$ cat src/rtl/bounce_pixel_gen.sv
// bounce_pixel_gen
// Pixel stage behind the VGA timing controller. It draws a solid box on a
// plain background. Once per frame, in vertical blank, the box moves by STEP
// pixels on each axis. The box bounces off the screen edges. RGB, hsync and
// vsync are all registered once, so colour stays aligned with the syncs.
module bounce_pixel_gen #(
  parameter int          H_ACTIVE  = 640,
  parameter int          V_ACTIVE  = 480,
  parameter int          BOX_SIZE  = 32,
  parameter int          STEP      = 2,
  parameter logic [11:0] BG_COLOR  = 12'h000,
  parameter logic [11:0] BOX_COLOR = 12'hF80
) (
  input  logic       clk,
  input  logic       rst,
  input  logic       enable,
  input  logic       valid,
  input  logic [9:0] h_cnt,
  input  logic [9:0] v_cnt,
  input  logic       hsync_in,
  input  logic       vsync_in,
  output logic [3:0] vgaRed,
  output logic [3:0] vgaGreen,
  output logic [3:0] vgaBlue,
  output logic       hsync,
  output logic       vsync,
  output logic       frame_tick
);

  // All position arithmetic is 11 bits wide, so box + size can never wrap.
  localparam logic [10:0] BOX_W  = 11'(BOX_SIZE);
  localparam logic [10:0] STEP_W = 11'(STEP);
  localparam logic [10:0] X_MAX  = 11'(H_ACTIVE - BOX_SIZE);
  localparam logic [10:0] Y_MAX  = 11'(V_ACTIVE - BOX_SIZE);
  localparam logic [9:0]  V_LINE = 10'(V_ACTIVE);

  // Direction bits are {dy, dx}. A bit value of 1 means that axis is decreasing.
  typedef enum logic [1:0] {
    DR = 2'b00,
    DL = 2'b01,
    UR = 2'b10,
    UL = 2'b11
  } dir_t;

  logic [9:0]  box_x_reg, box_y_reg;
  dir_t        dir_reg;
  logic [11:0] rgb_reg, rgb_next;
  logic        hsync_reg, vsync_reg, frame_tick_reg;
  logic [10:0] x_step_next, y_step_next;  // {flip, new_position}
  logic        tick_next;

  // One axis update. It returns {flip, position}. When the step would reach
  // an edge, the position is clamped to that edge. The direction flips on
  // the same tick.
  function automatic logic [10:0] axis_step(input logic [9:0] pos,
                                            input logic dec,
                                            input logic [10:0] limit);
    logic [10:0] pos_w;
    logic [10:0] res;
    pos_w = {1'b0, pos};
    if (!dec) begin
      if (pos_w + STEP_W >= limit) res = {1'b1, limit[9:0]};
      else                         res = {1'b0, 10'(pos_w + STEP_W)};
    end else begin
      if (pos_w <= STEP_W) res = {1'b1, 10'd0};
      else                 res = {1'b0, 10'(pos_w - STEP_W)};
    end
    return res;
  endfunction

  // Colour for the current input pixel, based on the current box position.
  always_comb begin
    logic [10:0] h_w, v_w, x_w, y_w;
    h_w = {1'b0, h_cnt};
    v_w = {1'b0, v_cnt};
    x_w = {1'b0, box_x_reg};
    y_w = {1'b0, box_y_reg};
    rgb_next = 12'h000;
    if (valid) begin
      if (h_w >= x_w && h_w < x_w + BOX_W && v_w >= y_w && v_w < y_w + BOX_W)
        rgb_next = BOX_COLOR;
      else
        rgb_next = BG_COLOR;
    end
    tick_next   = (h_cnt == 10'd0) && (v_cnt == V_LINE);
    x_step_next = axis_step(box_x_reg, dir_reg[0], X_MAX);
    y_step_next = axis_step(box_y_reg, dir_reg[1], Y_MAX);
  end

  // Output pipeline: colour, delayed syncs and the frame tick pulse.
  always_ff @(posedge clk) begin
    if (!rst) begin
      rgb_reg        <= 12'h000;
      hsync_reg      <= 1'b1;
      vsync_reg      <= 1'b1;
      frame_tick_reg <= 1'b0;
    end else begin
      rgb_reg        <= rgb_next;
      hsync_reg      <= hsync_in;
      vsync_reg      <= vsync_in;
      frame_tick_reg <= tick_next;
    end
  end

  // Motion FSM. It steps only in the cycle after frame_tick, so the move
  // always happens in vertical blank.
  always_ff @(posedge clk) begin
    if (!rst) begin
      box_x_reg <= 10'd0;
      box_y_reg <= 10'd0;
      dir_reg   <= DR;
    end else if (frame_tick_reg && enable) begin
      box_x_reg <= x_step_next[9:0];
      box_y_reg <= y_step_next[9:0];
      dir_reg   <= dir_t'({dir_reg[1] ^ y_step_next[10], dir_reg[0] ^ x_step_next[10]});
    end
  end

  assign vgaRed     = rgb_reg[11:8];
  assign vgaGreen   = rgb_reg[7:4];
  assign vgaBlue    = rgb_reg[3:0];
  assign hsync      = hsync_reg;
  assign vsync      = vsync_reg;
  assign frame_tick = frame_tick_reg;

endmodule
$ cat config.mk
export PLATFORM = sky130hd
export DESIGN_NAME = bounce_pixel_gen
export DESIGN_NICKNAME = d
export VERILOG_FILES = /design/src/rtl/bounce_pixel_gen.sv
export SDC_FILE = /design/constraint.sdc
export NUM_CORES = 1
export LEC_CHECK = 0
export BUFFER_PORTS_ARGS = -buffer_cell sky130_fd_sc_hd__buf_4
export CAP_MARGIN = 20
export CORE_ASPECT_RATIO = 1.4
export CORE_MARGIN = 8
export CORE_UTILIZATION = 52
export DETAILED_ROUTE_END_ITERATION = 10
export PLACE_DENSITY = 0.85
export SYNTH_ARGS = -nofsm -noshare
export SYNTH_HDL_FRONTEND = slang
export SYNTH_SLANG_ARGS = --single-unit
$ cat constraint.sdc
create_clock -name clk -period 2.2 [get_ports clk]
set_clock_uncertainty 0.05 [all_clocks]
set_input_delay 0.11 -clock clk [delete_from_list [all_inputs] [get_ports clk]]
set_output_delay 0.11 -clock clk [all_outputs]
set_load 0.1 [all_outputs]
==> impl_metrics.env <==
export IMPL_postLayoutCoreUtil=0.632
export IMPL_holdPathEnd="vsync"
export IMPL_seq_area_frac_synth=0.180
export IMPL_hp_start="rst"
export IMPL_setup_viol=0
export IMPL_cpPeakStageDelay_ns=0.50
export IMPL_ys_flop_type="dfxtp_1"
export IMPL_fin_hold_ws_ns=0.0580
export IMPL_die_w_um=76.5
export IMPL_worstPathMaxFanout=6
export IMPL_numCtsBuffers=3
export IMPL_synthArstFlopShare=0
export IMPL_num_rows=31
export IMPL_place_ws_ns=-0.00962
export IMPL_yosys_cell_types_count=56
export IMPL_crit_family="compound AO/OA/AOI/OAI gates"
export IMPL_p_clk_frac=0.387
export IMPL_cts_root_buf="clkbuf_8"
export IMPL_die_area_mm2=0.00771
export IMPL_remaining_drc_errors=0
export IMPL_rrSetupSlack_ns=0.08
export IMPL_vdd_drop_max_uv=330
export IMPL_worst_setup_path_type="flip-flop to flip-flop"
export IMPL_hold_depth=2
export IMPL_seqPwrFrac=0.417
export IMPL_grt_max_degree=18
export IMPL_clkSinkCount=24
export IMPL_hold_viol=0
export IMPL_critPathSlowestCell="or4_1"
export IMPL_drt_initial_drc_count=145
export IMPL_die_h_um=101
export IMPL_critPathLaunchType="flip-flop"
export IMPL_nets=456
export IMPL_grt_overflow=0
export IMPL_insertedDiodeCount=0
export IMPL_fin_crit_ns=2.12
export IMPL_htreeDepth=1
export IMPL_io_pins=41
export IMPL_synth_edf_count=0
export IMPL_required_ns=2.34
export IMPL_cts_path_max_buffers=2
export IMPL_fmax_ghz=0.472
export IMPL_layout_common_cells="buf_4 (61), ha_1 (37), o21ai_0 (28)"
export IMPL_status="finished, final reports clean"
export IMPL_avgSynthCellArea_um2=7.64
export IMPL_vias_per_cell=6.07
export IMPL_hpwl_um=6150
export IMPL_maxCapViolations=0
export IMPL_layout_drive_gt1_share=0.243
export IMPL_grt_pass1_wl_um=12700
export IMPL_tritoncts="done"
export IMPL_start_util=0.529
export IMPL_p_switching_w=0.000298
export IMPL_grt_setup_unrepaired="true"
export IMPL_ys_seq_elements=24
export IMPL_synthesis_instances=349
export IMPL_crit_chain="inv_2, or4_1, a221o_1, o31ai_4, a21oi_1, o32ai_2"
export IMPL_worst_slew_pin_slew_ns=0.622
export IMPL_multi_input_area_mm2=0.00198
export IMPL_area_delta_synth_final_pct=19.5
export IMPL_finalCritPeriodShare=0.962
export IMPL_final_common_cell="buf_4"
export IMPL_critPathLaunch="box_x_reg[8]"
export IMPL_p_comb_frac=0.196
export IMPL_ys_warn_count=0
export IMPL_grt_usage=0.197
export IMPL_r2r_start="box_x_reg[8]"
export IMPL_grt_pass1_vias=2824
export IMPL_wl_um=7690
export IMPL_clk_pin_slew_ns=0.10
export IMPL_antenna_found_initial=0
export IMPL_endpoint_kind="flip-flop"
export IMPL_switching_share=0.285
export IMPL_port_buffers=33
export IMPL_regArea_um2=489
export IMPL_clkLatencyLatePin_ns=0.28
export IMPL_hp_class="input port to flip-flop"
export IMPL_wl_per_cell_um=16.8
export IMPL_worstPathBufferInverterCount=1
export IMPL_place_congestion=0.975
export IMPL_r2r_cells=6
export IMPL_first_pass_iters=4
export IMPL_final_max_slew_viol_count=0
export IMPL_post_cts_buffers=0
export IMPL_p_leak_nw=1.30
export IMPL_nFillCells=454
export IMPL_maxSlewHeadroom=0.585
export IMPL_powerDensity_mw_per_mm2=328
export IMPL_core_area_mm2=0.00504
export IMPL_internal_power_w=0.000749
export IMPL_netlist_area_mm2=0.00267
export IMPL_setup_slack_ns=0.0829
export IMPL_r2r_end="box_x_reg[4]"
export IMPL_ant_nets=0
export IMPL_vias=2775
export IMPL_crit_arrival_ns=2.26
==> worst reg2reg max path: stages (launching register included) <==
cell and delay, ns:
dfxtp_2 0.40, inv_2 0.06, or4_1 0.51, a221o_1 0.39
o31ai_4 0.31, a21oi_1 0.12, o32ai_2 0.20
==> what timing repair did <==
| item | in CTS | in global routing |
|---|---|---|
| gates resized for setup | 2 | 13 |
| pin swaps | 0 | 1 |
| setup endpoints to repair | 4 | 14 |
| hold buffers | 2 | 0 |
| endpoints found under the hold margin | 2 | 0 |
==> power groups by stage <==
stage	logic (W)	registers, W	clock network, W
detailed placement	0.000200	0.000447	0
finish	0.000205	0.000437	0.000405
global route	0.000223	0.000437	0.000417
floorplan	0.000126	0.000463	0
global placement	0.000195	0.000447	0
CTS	0.000204	0.000437	0.000405
==> final cells by class <==
type                       instances  share of cell area
clock buffer                       3              0.0130
clock inverter                     1             0.00942
inverter                          24              0.0283
multi-input combinational        276               0.620
sequential                        24               0.153
tap                               66              0.0259
timing repair buffer              63               0.150
==> cells in the mapped netlist, drive strengths merged (7+ instances only) <==
cell type  count  area (um^2)
a211oi         7         62.6
a21oi         23          115
buf           18          119
clkbuf        13         48.8
dfxtp         24          480
ha            38          475
inv           24         90.1
nand2         16         60.1
nand3         16         85.1
nand4         10         77.6
nor2          23         86.3
nor3          15         80.1
nor4          12         75.1
o21ai         29          145
xnor2         12          105
==> how the worst max path moves through the flow <==
stage | to | slack, ns | cells past startpoint
2_1_floorplan | box_x_reg[3] | 0.11 | 5
3_3_place_gp | box_x_reg[1] | 0.02 | 7
3_5_place_dp | box_x_reg[1] | -0.01 | 7
4_1_cts | box_x_reg[4] | 0.01 | 6
5_1_grt | box_y_reg[5] | -0.07 | 8
6_report | box_x_reg[4] | 0.08 | 6
==> per-layer routing <==
metal | wire, um | part of all wire | global-route usage | vias up
li1 | - | - | - | 1366
met1 | 2870 | 0.37 | 0.192 | 1274
met2 | 4060 | 0.53 | 0.380 | 102
met3 | 349 | 0.045 | 0.0259 | 33
met4 | 405 | 0.053 | 0.126 | 0
met5 | 0 | 0 | 0 | -
==> stage by stage <==
stage / area (um^2) / setup TNS [ns] / total power [W] / std cells
after floorplan: 2690 / 0 / 0.000589 / 355
after global placement: 3060 / 0 / 0.000642 / 451
after detailed placement: 3060 / -0.00962 / 0.000648 / 451
after CTS: 3160 / 0 / 0.00105 / 457
after global routing: 3190 / -0.0989 / 0.00108 / 457
final: 3190 / 0 / 0.00105 / 457
==> kinds of logic after synthesis <==
logic type      after synthesis  share of synthesized area
flops                        24                      0.180
xor+xnor                     13                     0.0427
other cells                   1                    0.00141
fa+ha+maj                    38                      0.178
compound gates               99                      0.253
buf+inv                      55                     0.0966
mux                           3                     0.0127
simple gates                116                      0.235
Note: power is estimated with default switching activity, not from simulation.
